<file path="config.mk">
export PLATFORM = sky130hd
export DESIGN_NAME = mips_multicycle_ctrl
export DESIGN_NICKNAME = d
export VERILOG_FILES = /design/src/rtl/mips_multicycle_ctrl.sv
export SDC_FILE = /design/constraint.sdc
export NUM_CORES = 1
export LEC_CHECK = 0
export CAP_MARGIN = 20
export CORE_MARGIN = 4
export CORE_UTILIZATION = 35
export CTS_CLUSTER_SIZE = 20
export DETAILED_ROUTE_END_ITERATION = 10
export PLACE_DENSITY = 0.76
export SYNTH_ARGS = -nofsm -noshare
export SYNTH_HDL_FRONTEND = slang
export SYNTH_SLANG_ARGS = --single-unit
</file>
<file path="constraint.sdc">
create_clock -name clk -period 2 [get_ports clk]
set_input_delay 0.6 -clock clk [delete_from_list [all_inputs] [get_ports clk]]
set_output_delay 0.6 -clock clk [all_outputs]
set_load 0.02 [all_outputs]
</file>
<file path="src/rtl/mips_multicycle_ctrl.sv">
// Multicycle MIPS control FSM: sequences fetch/decode/execute/memory/writeback
// with a mem_ready handshake, a wait-state timeout into a sticky error state,
// branch-type and access-size outputs for the datapath.
// Optional feature: define MIPS_CTRL_ILLEGAL_TRAP_EN to send unknown opcodes
// through the TRAP state (exception vector load plus exc_illegal pulse).
module mips_multicycle_ctrl #(
    parameter int INSTR_W  = 32,
    parameter int WAIT_MAX = 15,
    parameter int WCNT_W   = 8
) (
    input  logic               clk,
    input  logic               rst,
    input  logic [INSTR_W-1:0] instr,
    input  logic               mem_ready,
    output logic               pc_write,
    output logic               pc_write_cond,
    output logic               iord,
    output logic               mem_read,
    output logic               mem_write,
    output logic               ir_write,
    output logic               mem_to_reg,
    output logic               reg_dst,
    output logic               reg_write,
    output logic               alu_src_a,
    output logic [1:0]         alu_src_b,
    output logic [1:0]         alu_op,
    output logic [1:0]         pc_source,
    output logic [1:0]         branch_type,
    output logic [1:0]         mem_size,
    output logic [3:0]         state,
    output logic               mem_err,
    output logic               exc_illegal
);

    typedef enum logic [3:0] {
        S_FETCH    = 4'd0,
        S_DECODE   = 4'd1,
        S_MEM_ADDR = 4'd2,
        S_MEM_RD   = 4'd3,
        S_MEM_WB   = 4'd4,
        S_MEM_WR   = 4'd5,
        S_EXEC_R   = 4'd6,
        S_ALU_WB   = 4'd7,
        S_BRANCH   = 4'd8,
        S_JUMP     = 4'd9,
        S_EXEC_I   = 4'd10,
        S_IMM_WB   = 4'd11,
        S_TRAP     = 4'd12,
        S_ERR      = 4'd15
    } state_t;

    state_t            state_q;
    state_t            state_next;
    logic [WCNT_W-1:0] wait_cnt;
    logic [5:0]        opcode;
    logic              instr_unused;
    logic              is_rtype, is_load, is_store, is_imm, is_branch, is_jump;
    logic [1:0]        size_sel;
    logic [1:0]        btype_sel;
    logic              wait_active;
    logic              timeout;

    // Only the opcode field steers control; the rest of the word is ignored.
    assign opcode       = instr[INSTR_W-1 -: 6];
    assign instr_unused = ^instr[INSTR_W-7:0];
    assign state        = state_q;

    assign wait_active = (state_q == S_FETCH) || (state_q == S_MEM_RD) || (state_q == S_MEM_WR);
    assign timeout     = wait_active && !mem_ready && (wait_cnt == WCNT_W'(WAIT_MAX));

    // Classify the opcode and derive access size and branch flavour.
    always_comb begin
        is_rtype  = 1'b0;
        is_load   = 1'b0;
        is_store  = 1'b0;
        is_imm    = 1'b0;
        is_branch = 1'b0;
        is_jump   = 1'b0;
        size_sel  = 2'b00;
        btype_sel = 2'b00;
        case (opcode)
            6'b000000: is_rtype = 1'b1;
            6'b100011: is_load  = 1'b1;
            6'b100001: begin is_load  = 1'b1; size_sel = 2'b01; end
            6'b100000: begin is_load  = 1'b1; size_sel = 2'b10; end
            6'b101011: is_store = 1'b1;
            6'b101001: begin is_store = 1'b1; size_sel = 2'b01; end
            6'b101000: begin is_store = 1'b1; size_sel = 2'b10; end
            6'b001000, 6'b001100, 6'b001101, 6'b001010: is_imm = 1'b1;
            6'b000100: is_branch = 1'b1;
            6'b000101: begin is_branch = 1'b1; btype_sel = 2'b01; end
            6'b000111: begin is_branch = 1'b1; btype_sel = 2'b10; end
            6'b000010: is_jump = 1'b1;
            default: ;
        endcase
    end

    // Next-state logic; a memory wait that hits its limit overrides everything.
    always_comb begin
        state_next = state_q;
        case (state_q)
            S_FETCH:    if (mem_ready) state_next = S_DECODE;
            S_DECODE: begin
                if (is_rtype)                 state_next = S_EXEC_R;
                else if (is_load || is_store) state_next = S_MEM_ADDR;
                else if (is_imm)              state_next = S_EXEC_I;
                else if (is_branch)           state_next = S_BRANCH;
                else if (is_jump)             state_next = S_JUMP;
                else
`ifdef MIPS_CTRL_ILLEGAL_TRAP_EN
                                              state_next = S_TRAP;
`else
                                              state_next = S_FETCH;
`endif
            end
            S_MEM_ADDR: state_next = is_store ? S_MEM_WR : S_MEM_RD;
            S_MEM_RD:   if (mem_ready) state_next = S_MEM_WB;
            S_MEM_WB:   state_next = S_FETCH;
            S_MEM_WR:   if (mem_ready) state_next = S_FETCH;
            S_EXEC_R:   state_next = S_ALU_WB;
            S_ALU_WB:   state_next = S_FETCH;
            S_BRANCH:   state_next = S_FETCH;
            S_JUMP:     state_next = S_FETCH;
            S_EXEC_I:   state_next = S_IMM_WB;
            S_IMM_WB:   state_next = S_FETCH;
            S_TRAP:     state_next = S_FETCH;
            S_ERR:      state_next = S_ERR;
            default:    state_next = S_FETCH;
        endcase
        if (timeout) state_next = S_ERR;
    end

    // State register.
    always_ff @(posedge clk) begin
        if (rst) state_q <= S_FETCH;
        else     state_q <= state_next;
    end

    // Count consecutive not-ready cycles in a memory state; any exit clears it.
    always_ff @(posedge clk) begin
        if (rst)                                   wait_cnt <= '0;
        else if (wait_active && !mem_ready && !timeout) wait_cnt <= wait_cnt + WCNT_W'(1);
        else                                       wait_cnt <= '0;
    end

    // Sticky timeout flag, cleared only by reset.
    always_ff @(posedge clk) begin
        if (rst)          mem_err <= 1'b0;
        else if (timeout) mem_err <= 1'b1;
    end

    // Moore output decode; FETCH additionally gates IR/PC load with mem_ready.
    always_comb begin
        pc_write      = 1'b0;
        pc_write_cond = 1'b0;
        iord          = 1'b0;
        mem_read      = 1'b0;
        mem_write     = 1'b0;
        ir_write      = 1'b0;
        mem_to_reg    = 1'b0;
        reg_dst       = 1'b0;
        reg_write     = 1'b0;
        alu_src_a     = 1'b0;
        alu_src_b     = 2'b00;
        alu_op        = 2'b00;
        pc_source     = 2'b00;
        branch_type   = 2'b00;
        mem_size      = 2'b00;
        exc_illegal   = 1'b0;
        case (state_q)
            S_FETCH: begin
                mem_read  = 1'b1;
                alu_src_b = 2'b01;
                ir_write  = mem_ready;
                pc_write  = mem_ready;
            end
            S_DECODE:   alu_src_b = 2'b11;
            S_MEM_ADDR: begin alu_src_a = 1'b1; alu_src_b = 2'b10; end
            S_MEM_RD:   begin mem_read = 1'b1; iord = 1'b1; mem_size = size_sel; end
            S_MEM_WB:   begin reg_write = 1'b1; mem_to_reg = 1'b1; end
            S_MEM_WR:   begin mem_write = 1'b1; iord = 1'b1; mem_size = size_sel; end
            S_EXEC_R:   begin alu_src_a = 1'b1; alu_op = 2'b10; end
            S_ALU_WB:   begin reg_write = 1'b1; reg_dst = 1'b1; end
            S_BRANCH: begin
                alu_src_a     = 1'b1;
                alu_op        = 2'b01;
                pc_write_cond = 1'b1;
                pc_source     = 2'b01;
                branch_type   = btype_sel;
            end
            S_JUMP:     begin pc_write = 1'b1; pc_source = 2'b10; end
            S_EXEC_I:   begin alu_src_a = 1'b1; alu_src_b = 2'b10; alu_op = 2'b11; end
            S_IMM_WB:   reg_write = 1'b1;
`ifdef MIPS_CTRL_ILLEGAL_TRAP_EN
            S_TRAP:     begin pc_write = 1'b1; pc_source = 2'b11; exc_illegal = 1'b1; end
`endif
            default: ;
        endcase
    end

endmodule

</file>
==> impl_metrics.env, run 1 <==
export IMPL_setup_viol=7
export IMPL_netlist_top_cells_count="nor2_1 (14), dfxtp_1 (13), a21oi_1 (8), nand3_1 (7), nor2_2 (7)"
export IMPL_grt_util_all_layers_pct=18.4
export IMPL_wl_per_cell_um=14.4
export IMPL_cts_buffer_depth=2
export IMPL_ir_drop_mv=0.494
export IMPL_routabilityCongestion=0.882
export IMPL_grt_max_degree=11
export IMPL_post_synth_top_count_cell="nor2_1"
export IMPL_fin_skew_ps=0.932
export IMPL_die_height_um=61.9
export IMPL_io_pins=61
export IMPL_postSynthAreaPerCell_um2=7.71
export IMPL_cpMaxStageDelayCell="dfxtp_4"
export IMPL_grt_busiest_layer="met2"
export IMPL_start_util_pct=36.9
export IMPL_synth_top_area_share_pct=25.6
export IMPL_firstDrtPassIters=4
export IMPL_drv_cap=0
export IMPL_fillers=219
export IMPL_hp_class="register to register"
export IMPL_synth_mux_area_share_pct=1.97
export IMPL_io_buffer_count=33
export IMPL_area_growth_pct=75.6
export IMPL_cts_sinks=13
export IMPL_path_delay_family="simple AND/OR/NAND/NOR gates"
export IMPL_synth_top_family_by_area="simple AND/OR/NAND/NOR gates"
export IMPL_vias=1208
export IMPL_ant_nets=0
export IMPL_rsz0062_at_grt="true"
export IMPL_cp_startpoint="state[1]"
export IMPL_setup_ws_ps=-184
export IMPL_yosys_warnings=0
export IMPL_first_global_vias=1228
export IMPL_cts_buffers=3
export IMPL_cts_tree="yes"
export IMPL_cp_max_fo=4
export IMPL_clk_pin_slew_worst_paths_ps=80
export IMPL_crit_cells=5
export IMPL_cp_endpoint="branch_type[0]"
export IMPL_syn_area_mm2=0.00102
export IMPL_grtUsageMet3_pct=2.48
export IMPL_regToRegEndpoint="wait_cnt[4]"
export IMPL_via_per_inst=5.30
export IMPL_fin_setup_tns_ps=-787
export IMPL_syn_inst=132
export IMPL_power_density_mw_per_mm2=436
export IMPL_slew_viol_final=0
export IMPL_dp_hpwl_um=2370
export IMPL_final_area_mm2=0.00179
export IMPL_dieArea_mm2=0.00383
export IMPL_p_leak_nw=0.782
export IMPL_synth_seq_cells=13
export IMPL_ys_flop_type="dfxtp_1"
export IMPL_arrival_ps=1580
export IMPL_startpoint_type="register"
export IMPL_grtUsageMet1_pct=19.5
export IMPL_die_width_um=61.9
export IMPL_core_mm2=0.00276
export IMPL_diodes=0
export IMPL_htree_num_levels=1
export IMPL_worstPathCellList="buf_6, nor3_4, nand4_1, nor3_4, buf_6"
export IMPL_gr_total_overflow=0
export IMPL_hold_buffers=0
export IMPL_synth_edf_count=0
export IMPL_grt_antenna_before_repair=0
export IMPL_fmax_mhz=458
export IMPL_dpl_instance_area_mm2=0.00161
export IMPL_ys_types=42
export IMPL_synth_compound_area_share_pct=15.7
export IMPL_rrSetupSlack_ps=210
export IMPL_cts_root_buf="clkbuf_4"
export IMPL_final_hold_viol_count=0
export IMPL_r2r_start="state[3]"
export IMPL_nets=234
export IMPL_synth_seq_area_share_pct=25.6
export IMPL_synth_adder_area_share_pct=1.23
export IMPL_synth_xor_area_share_pct=6.89
export IMPL_syn_nets=168
export IMPL_required_ps=1400
export IMPL_min_period_ps=2180
export IMPL_end_kind="primary output"
export IMPL_drive_gt1_share_pct=52.3
export IMPL_drc_errors=0
export IMPL_rr_worst_depth=7
export IMPL_status="complete, but fails checks"
export IMPL_finalPower_mw=0.778
export IMPL_violations="negative setup slack"
export IMPL_critPathBufInv=2
export IMPL_grt_first_pass_wirelength_um=5310
export IMPL_slowest_delay_ps=360
export IMPL_path_class="register to primary output"
export IMPL_wl_um=3270
export IMPL_period_share_pct=109
export IMPL_placementRows=19
export IMPL_postSynth_asyncResetShare_pct=0
export IMPL_use_met2_pct=36.6
export IMPL_synth_top_cell_by_area="dfxtp_1"
export IMPL_synth_area_leaders="dfxtp_1 (26%), nor2_1 (5.2%), nor2_2 (4.3%)"
export IMPL_synthSimpleGateAreaFrac_pct=39.7
export IMPL_drtIter0Drc=41
export IMPL_clk_latency_ps=270
-- layout make-up --
| cell class | instances | area [um^2] | area share, % |
|---|---|---|---|
| clock buffers | 4 | 26.3 | 1.47 |
| inverters | 4 | 15.0 | 0.840 |
| multi-input cells | 104 | 833 | 46.6 |
| flip-flops and latches | 13 | 273 | 15.3 |
| well taps | 31 | 38.8 | 2.17 |
| repair buffers | 72 | 601 | 33.6 |
-- logic make-up after synthesis --
group / Yosys count
other: 1
flip-flops: 13
adder cells (fa/ha/maj): 1
XOR/XNOR: 8
multiplexers: 2
AND/OR/NAND/NOR: 66
AO/OA/AOI/OAI: 26
buffers and inverters: 15
-- power by group --
part / total (mW) / switching, mW / internal, mW
clock: 0.159 / 0.0819 / 0.0773
sequential: 0.277 / 0.0120 / 0.265
combinational: 0.342 / 0.174 / 0.168
-- placed cells by master (no fill, tap or decap), types with 4 or more instances in the layout --
cell and n:
nor3_4 5, nand2b_4 4, buf_4 38, buf_6 16, o22ai_1 5, dlygate4sd2_1 6, nand3_1 7, dfxtp_1 9
nor2_2 11, xor2_1 4, buf_2 7, nor2_1 10, a21oi_1 6
-- per-stage QoR --
step	instances	utilization, %	setup slack [ps]	hold slack (ps)
2_1_floorplan	132	-	-174	423
3_3_place_gp	214	58.5	-895	433
3_5_place_dp	214	58.5	-980	441
4_1_cts	226	61.7	-165	470
5_1_grt	228	64.8	-259	488
6_report	228	64.8	-184	463
-- sequential cells by signal, indices dropped and copies added, names as in the netlist --
register  count
wait_cnt      8
mem_err       1
state         4
-- layer usage --
metal | routed length [um] | vias up
met2 | 1830 | 34
met4 | 46 | 0
li1 | - | 594
met5 | 0 | -
met3 | 153 | 6
met1 | 1240 | 574
-- timing repair --
item,in CTS,in global routing
resized for setup,120,33
setup buffers,8,3
pin swaps,12,7
setup endpoints to repair,24,20
-- worst min-delay path by stage --
stage / from / to / slack (ps) / cells after the start
finish: wait_cnt[0] / wait_cnt[0] / 460 / 1
global route: wait_cnt[0] / wait_cnt[0] / 490 / 1
CTS: wait_cnt[0] / wait_cnt[0] / 470 / 1
detailed placement: wait_cnt[0] / wait_cnt[0] / 440 / 1
global placement: wait_cnt[0] / wait_cnt[0] / 430 / 1
floorplan: wait_cnt[0] / wait_cnt[0] / 420 / 1
(Power assumes the default switching activity.)
==> run 2, diff against run 1 <==
Settings changed: CORE_UTILIZATION 35 to 37, PLACE_DENSITY 0.76 to 0.8.
==> impl_metrics.env, run 2 (synthesized netlist as in run 1, its figures left out) <==
export IMPL_holdWs_ps=450
export IMPL_io_buffer_count=33
export IMPL_status="complete, but fails checks"
export IMPL_setup_viol=10
export IMPL_gr_total_overflow=0
export IMPL_drv_cap=0
export IMPL_die_height_um=60.4
export IMPL_dieArea_mm2=0.00365
export IMPL_core_mm2=0.00254
export IMPL_diodes=0
export IMPL_nets=236
export IMPL_end_kind="primary output"
export IMPL_final_cell_mix="buf_4 (39), buf_6 (14), nor2_1 (11)"
export IMPL_ant_nets=0
export IMPL_drc_errors=0
export IMPL_violations="negative setup slack"
export IMPL_area_growth_pct=79.8
export IMPL_htree_num_levels=1
export IMPL_place_inst=215
export IMPL_firstDrtPassIters=4
export IMPL_largest_reg_flops=8
export IMPL_layout_commonest_cell="buf_4"
export IMPL_cts_buffers=3
export IMPL_wl_um=3420
export IMPL_fmax_mhz=450
export IMPL_cts_sinks=13
export IMPL_hold_depth=1
export IMPL_clk_pin_slew_worst_paths_ps=80
export IMPL_via_per_inst=5.45
export IMPL_final_cells=229
export IMPL_rr_worst_depth=10
export IMPL_dpl_instance_area_mm2=0.00163
export IMPL_cp_max_fo=3
export IMPL_power_density_mw_per_mm2=436
export IMPL_rsz0062_at_grt="true"
export IMPL_final_hold_viol_count=0
export IMPL_dp_hpwl_um=2410
export IMPL_grt_max_degree=11
export IMPL_r2r_start="state[2]"
export IMPL_drtIter0Drc=46
export IMPL_grt_util_all_layers_pct=19.1
export IMPL_fin_setup_tns_ps=-1080
export IMPL_setup_ws_ps=-222
export IMPL_path_class="register to primary output"
export IMPL_placementRows=18
export IMPL_startpoint_type="register"
export IMPL_p_leak_nw=0.792
export IMPL_slew_viol_final=0
export IMPL_hp_class="register to register"
export IMPL_regMostFlops="wait_cnt"
export IMPL_final_area_mm2=0.00183
export IMPL_wl_per_cell_um=14.9
export IMPL_io_pins=61
export IMPL_grt_antenna_before_repair=0
export IMPL_finalPower_mw=0.798
export IMPL_clk_latency_ps=270
export IMPL_min_from="wait_cnt[0]"
export IMPL_ir_drop_mv=0.458
export IMPL_die_width_um=60.4
export IMPL_routabilityCongestion=0.910
export IMPL_cts_root_buf="clkbuf_4"
export IMPL_start_util_pct=40.0
export IMPL_arrival_ps=1620
export IMPL_hold_buffers=0
export IMPL_min_period_ps=2220
export IMPL_fin_skew_ps=4.50
export IMPL_vias=1249
export IMPL_cts_buffer_depth=2
export IMPL_grt_first_pass_wirelength_um=5420
export IMPL_required_ps=1400
export IMPL_first_global_vias=1199
export IMPL_cp_startpoint="state[2]"
export IMPL_drive_gt1_share_pct=53.3
export IMPL_fillers=174
export IMPL_period_share_pct=111
export IMPL_cts_tree="yes"
run 2: cell types whose count changed in the layout (fill, tap and decap cells not counted), moves of 2 or more:
cell	before	now
nor2_2	11	7
nor2_4	1	4
buf_6	16	14
buf_2	7	5
clkbuf_2	1	3
run 2: area by class of cell:
type | instances | area (um^2) | share of cell area, %
timing repair buffer | 74 | 618 | 33.8
sequential | 13 | 275 | 15.0
inverter | 4 | 15.0 | 0.821
multi-input combinational | 104 | 857 | 46.9
clock buffer | 4 | 26.3 | 1.44
tap | 30 | 37.5 | 2.05
run 2: path summary, 6_finish.rpt:
path	endpoint	slack (ps)
setup / recovery	pc_write	-220
hold / removal	wait_cnt[0]	450
setup reg to reg	wait_cnt[4]	60
hold reg to reg	wait_cnt[0]	450
run 2: repair_timing:
action,4_1_cts,5_1_grt
buffers inserted,4,7
setup endpoints to repair,24,17
gates resized for setup,117,33
pin swaps,7,6
run 2: stage by stage:
| stage | worst slack (ps) | util, % |
|---|---|---|
| floorplan | -174 | - |
| global placement | -892 | 63.9 |
| detailed placement | -970 | 63.9 |
| CTS | -154 | 66.7 |
| global route | -291 | 71.9 |
| finish | -222 | 71.9 |
run 2: critical path, cell delays in order, from the launching register on:
cell and delay (ps):
dfxtp_4 360, buf_4 130, buf_6 110, or2_4 240, nor4b_4 260, or2_1 150
buf_6 110
run 2: report_power, final:
group	switching [mW]	internal (mW)	total [mW]
Sequential	0.0135	0.266	0.279
Clock	0.0805	0.0772	0.158
Combinational	0.185	0.177	0.361
run 2: routing by layer:
layer  GRT usage, %  up-vias  part of all wire [%]
met1           20.1      604                    36
met3           3.62        8                   6.0
met5              0        -                     0
met2           38.4       40                    56
li1               -      597                     -
met4           4.95        0                   1.8
==> run 3, diff against run 2 <==
Settings changed: ABC_AREA set to 1, CORE_ASPECT_RATIO set to 1.2.
==> impl_metrics.env, run 3 <==
export IMPL_status="complete, but fails checks"
export IMPL_violations="negative setup slack"
export IMPL_placementRows=20
export IMPL_area_growth_pct=79.8
export IMPL_ant_nets=0
export IMPL_htree_num_levels=1
export IMPL_first_global_vias=1417
export IMPL_cp_max_fo=5
export IMPL_clkPwrFrac_pct=20.7
export IMPL_grt_util_all_layers_pct=20.3
export IMPL_layout_commonest_cell="buf_4"
export IMPL_worstPathCellList="inv_4, nor2_2, nand2_1, nand2_2, nand4_1, buf_4, nor3_4, buf_6"
export IMPL_end_kind="primary output"
export IMPL_synth_top_area_share_pct=25.9
export IMPL_io_pins=61
export IMPL_io_buffer_count=33
export IMPL_cts_buffers=3
export IMPL_dieArea_mm2=0.00361
export IMPL_finalPower_mw=0.738
export IMPL_p_leak_nw=1.01
export IMPL_drtIter0Drc=44
export IMPL_firstDrtPassIters=4
export IMPL_min_period_ps=2130
export IMPL_dp_hpwl_um=2260
export IMPL_syn_nets=208
export IMPL_post_route_util_pct=70.0
export IMPL_pre_cts_ws_ps=-790
export IMPL_ys_flop_type="dfxtp_1"
export IMPL_netlist_top_cells_count="nor2_1 (41), nand2_1 (38), inv_1 (28), nand3_1 (18), dfxtp_1 (13)"
export IMPL_cpMaxStageDelayCell="dfxtp_4"
export IMPL_fin_skew_ps=2.94
export IMPL_dpl_instance_area_mm2=0.00162
export IMPL_grt_antenna_before_repair=0
export IMPL_grt_max_degree=9
export IMPL_final_area_mm2=0.00180
export IMPL_fmax_mhz=470
export IMPL_hp_class="register to register"
export IMPL_syn_area_mm2=0.00100
export IMPL_cts_root_buf="clkbuf_4"
export IMPL_clk_latency_ps=270
export IMPL_routabilityCongestion=0.835
export IMPL_path_delay_family="simple AND/OR/NAND/NOR gates"
export IMPL_postSynth_asyncResetShare_pct=0
export IMPL_ys_types=25
export IMPL_via_per_inst=4.91
export IMPL_synth_seq_cells=13
export IMPL_cts_tree="yes"
export IMPL_clk_pin_slew_worst_paths_ps=70
export IMPL_rrSetupSlack_ps=510
export IMPL_final_hold_viol_count=0
export IMPL_setup_ws_ps=-128
export IMPL_critPathBufInv=3
export IMPL_startpoint_type="register"
export IMPL_final_cells=290
export IMPL_synth_top_cell_by_area="dfxtp_1"
export IMPL_ir_drop_mv=0.388
export IMPL_postSynthAreaPerCell_um2=5.83
export IMPL_holdWs_ps=453
export IMPL_internal_power_mw=0.479
export IMPL_sequentialPowerShare_pct=37.8
export IMPL_vias=1423
export IMPL_diodes=0
export IMPL_post_synth_top_count_cell="nor2_1"
export IMPL_final_cell_mix="buf_4 (49), nand2_1 (32), nor2_1 (32)"
export IMPL_power_frac_comb_pct=41.5
export IMPL_slew_viol_final=0
export IMPL_period_share_pct=106
export IMPL_gr_total_overflow=0
export IMPL_path_class="register to primary output"
export IMPL_drive_gt1_share_pct=47.9
export IMPL_setup_viol=3
export IMPL_fin_setup_tns_ps=-353
export IMPL_grt_first_pass_wirelength_um=5940
export IMPL_synth_edf_count=0
export IMPL_wl_per_cell_um=13.0
export IMPL_drv_cap=0
export IMPL_yosys_warnings=0
export IMPL_start_util_pct=38.9
export IMPL_switching_share_pct=35.1
export IMPL_nets=294
export IMPL_core_mm2=0.00258
export IMPL_synth_area_leaders="dfxtp_1 (26%), nor2_1 (15%), nand2_1 (14%)"
export IMPL_rsz0062_at_grt="true"
export IMPL_power_density_mw_per_mm2=409
export IMPL_cts_sinks=13
export IMPL_place_inst=266
export IMPL_die_height_um=65.0
export IMPL_die_width_um=55.5
export IMPL_wl_um=3770
export IMPL_synth_seq_area_share_pct=25.9
export IMPL_largest_reg_flops=8
export IMPL_cts_buffer_depth=2
export IMPL_regMostFlops="wait_cnt"
export IMPL_slowest_delay_ps=390
export IMPL_syn_inst=172
export IMPL_required_ps=1400
export IMPL_switchingPower_mw=0.260
export IMPL_drc_errors=0
export IMPL_arrival_ps=1530
[run 3: cell types whose count changed in the layout (fill, tap and decap cells not counted), moves of 8 or more]
cell,delta
buf_4,+10
clkbuf_2,+9
inv_1,+15
inv_2,+8
nand2_1,+30
nand3_1,+10
nor2_1,+21
[run 3: path summary, 6_finish.rpt]
kind / to / start / cells after the start
min: mem_err / mem_err / 2
max reg2reg: state[3] / wait_cnt[0] / 7
min reg2reg: mem_err / mem_err / 2
max: mem_size[1] / state[0] / 8
[run 3: metal layers]
layer	GRT usage, %	vias up	wire length [um]
li1	-	701	-
met1	20.6	638	1460
met2	39.9	66	1940
met3	2.19	18	195
met4	10.6	0	167
met5	0	-	0
[run 3: final cells by class]
type                       count  area, um^2
fill                         221         773
multi-input combinational    129         723
timing repair buffer          83         636
clock buffer                   4        26.3
tap                           33        41.3
sequential                    13         270
inverter                      28         108
[run 3: repair_timing]
item                                    4_1_cts  5_1_grt
gates resized for setup                      88       49
hold buffers                                  0        0
gates cloned                                  0        0
endpoints found under the setup margin       21       24
buffers inserted                             14        6
pin swaps                                     6       11
[run 3: logic make-up after synthesis]
family / Yosys count / synth area share, %
other: 1 / 0.374
XOR/XNOR: 4 / 3.49
flip-flops: 13 / 25.9
AO/OA/AOI/OAI: 10 / 5.99
buffers and inverters: 30 / 12.0
AND/OR/NAND/NOR: 113 / 51.0
adder cells (fa/ha/maj): 1 / 1.25
[run 3: power groups by stage]
stage / Clock (mW) / Combinational, mW / Sequential [mW]
global route: 0.171 / 0.332 / 0.280
floorplan: 0 / 0.127 / 0.289
global placement: 0 / 0.261 / 0.282
finish: 0.153 / 0.307 / 0.279
CTS: 0.162 / 0.279 / 0.277
detailed placement: 0 / 0.266 / 0.283
[run 3: worst reg2reg max path, cell delays in order (launching register included)]
cell     delay [ps]
dfxtp_1         360
ha_1            200
nand3_1         120
nor2_1          340
nand3_1         180
nand3_1         120
nand2_1          60
inv_1            50
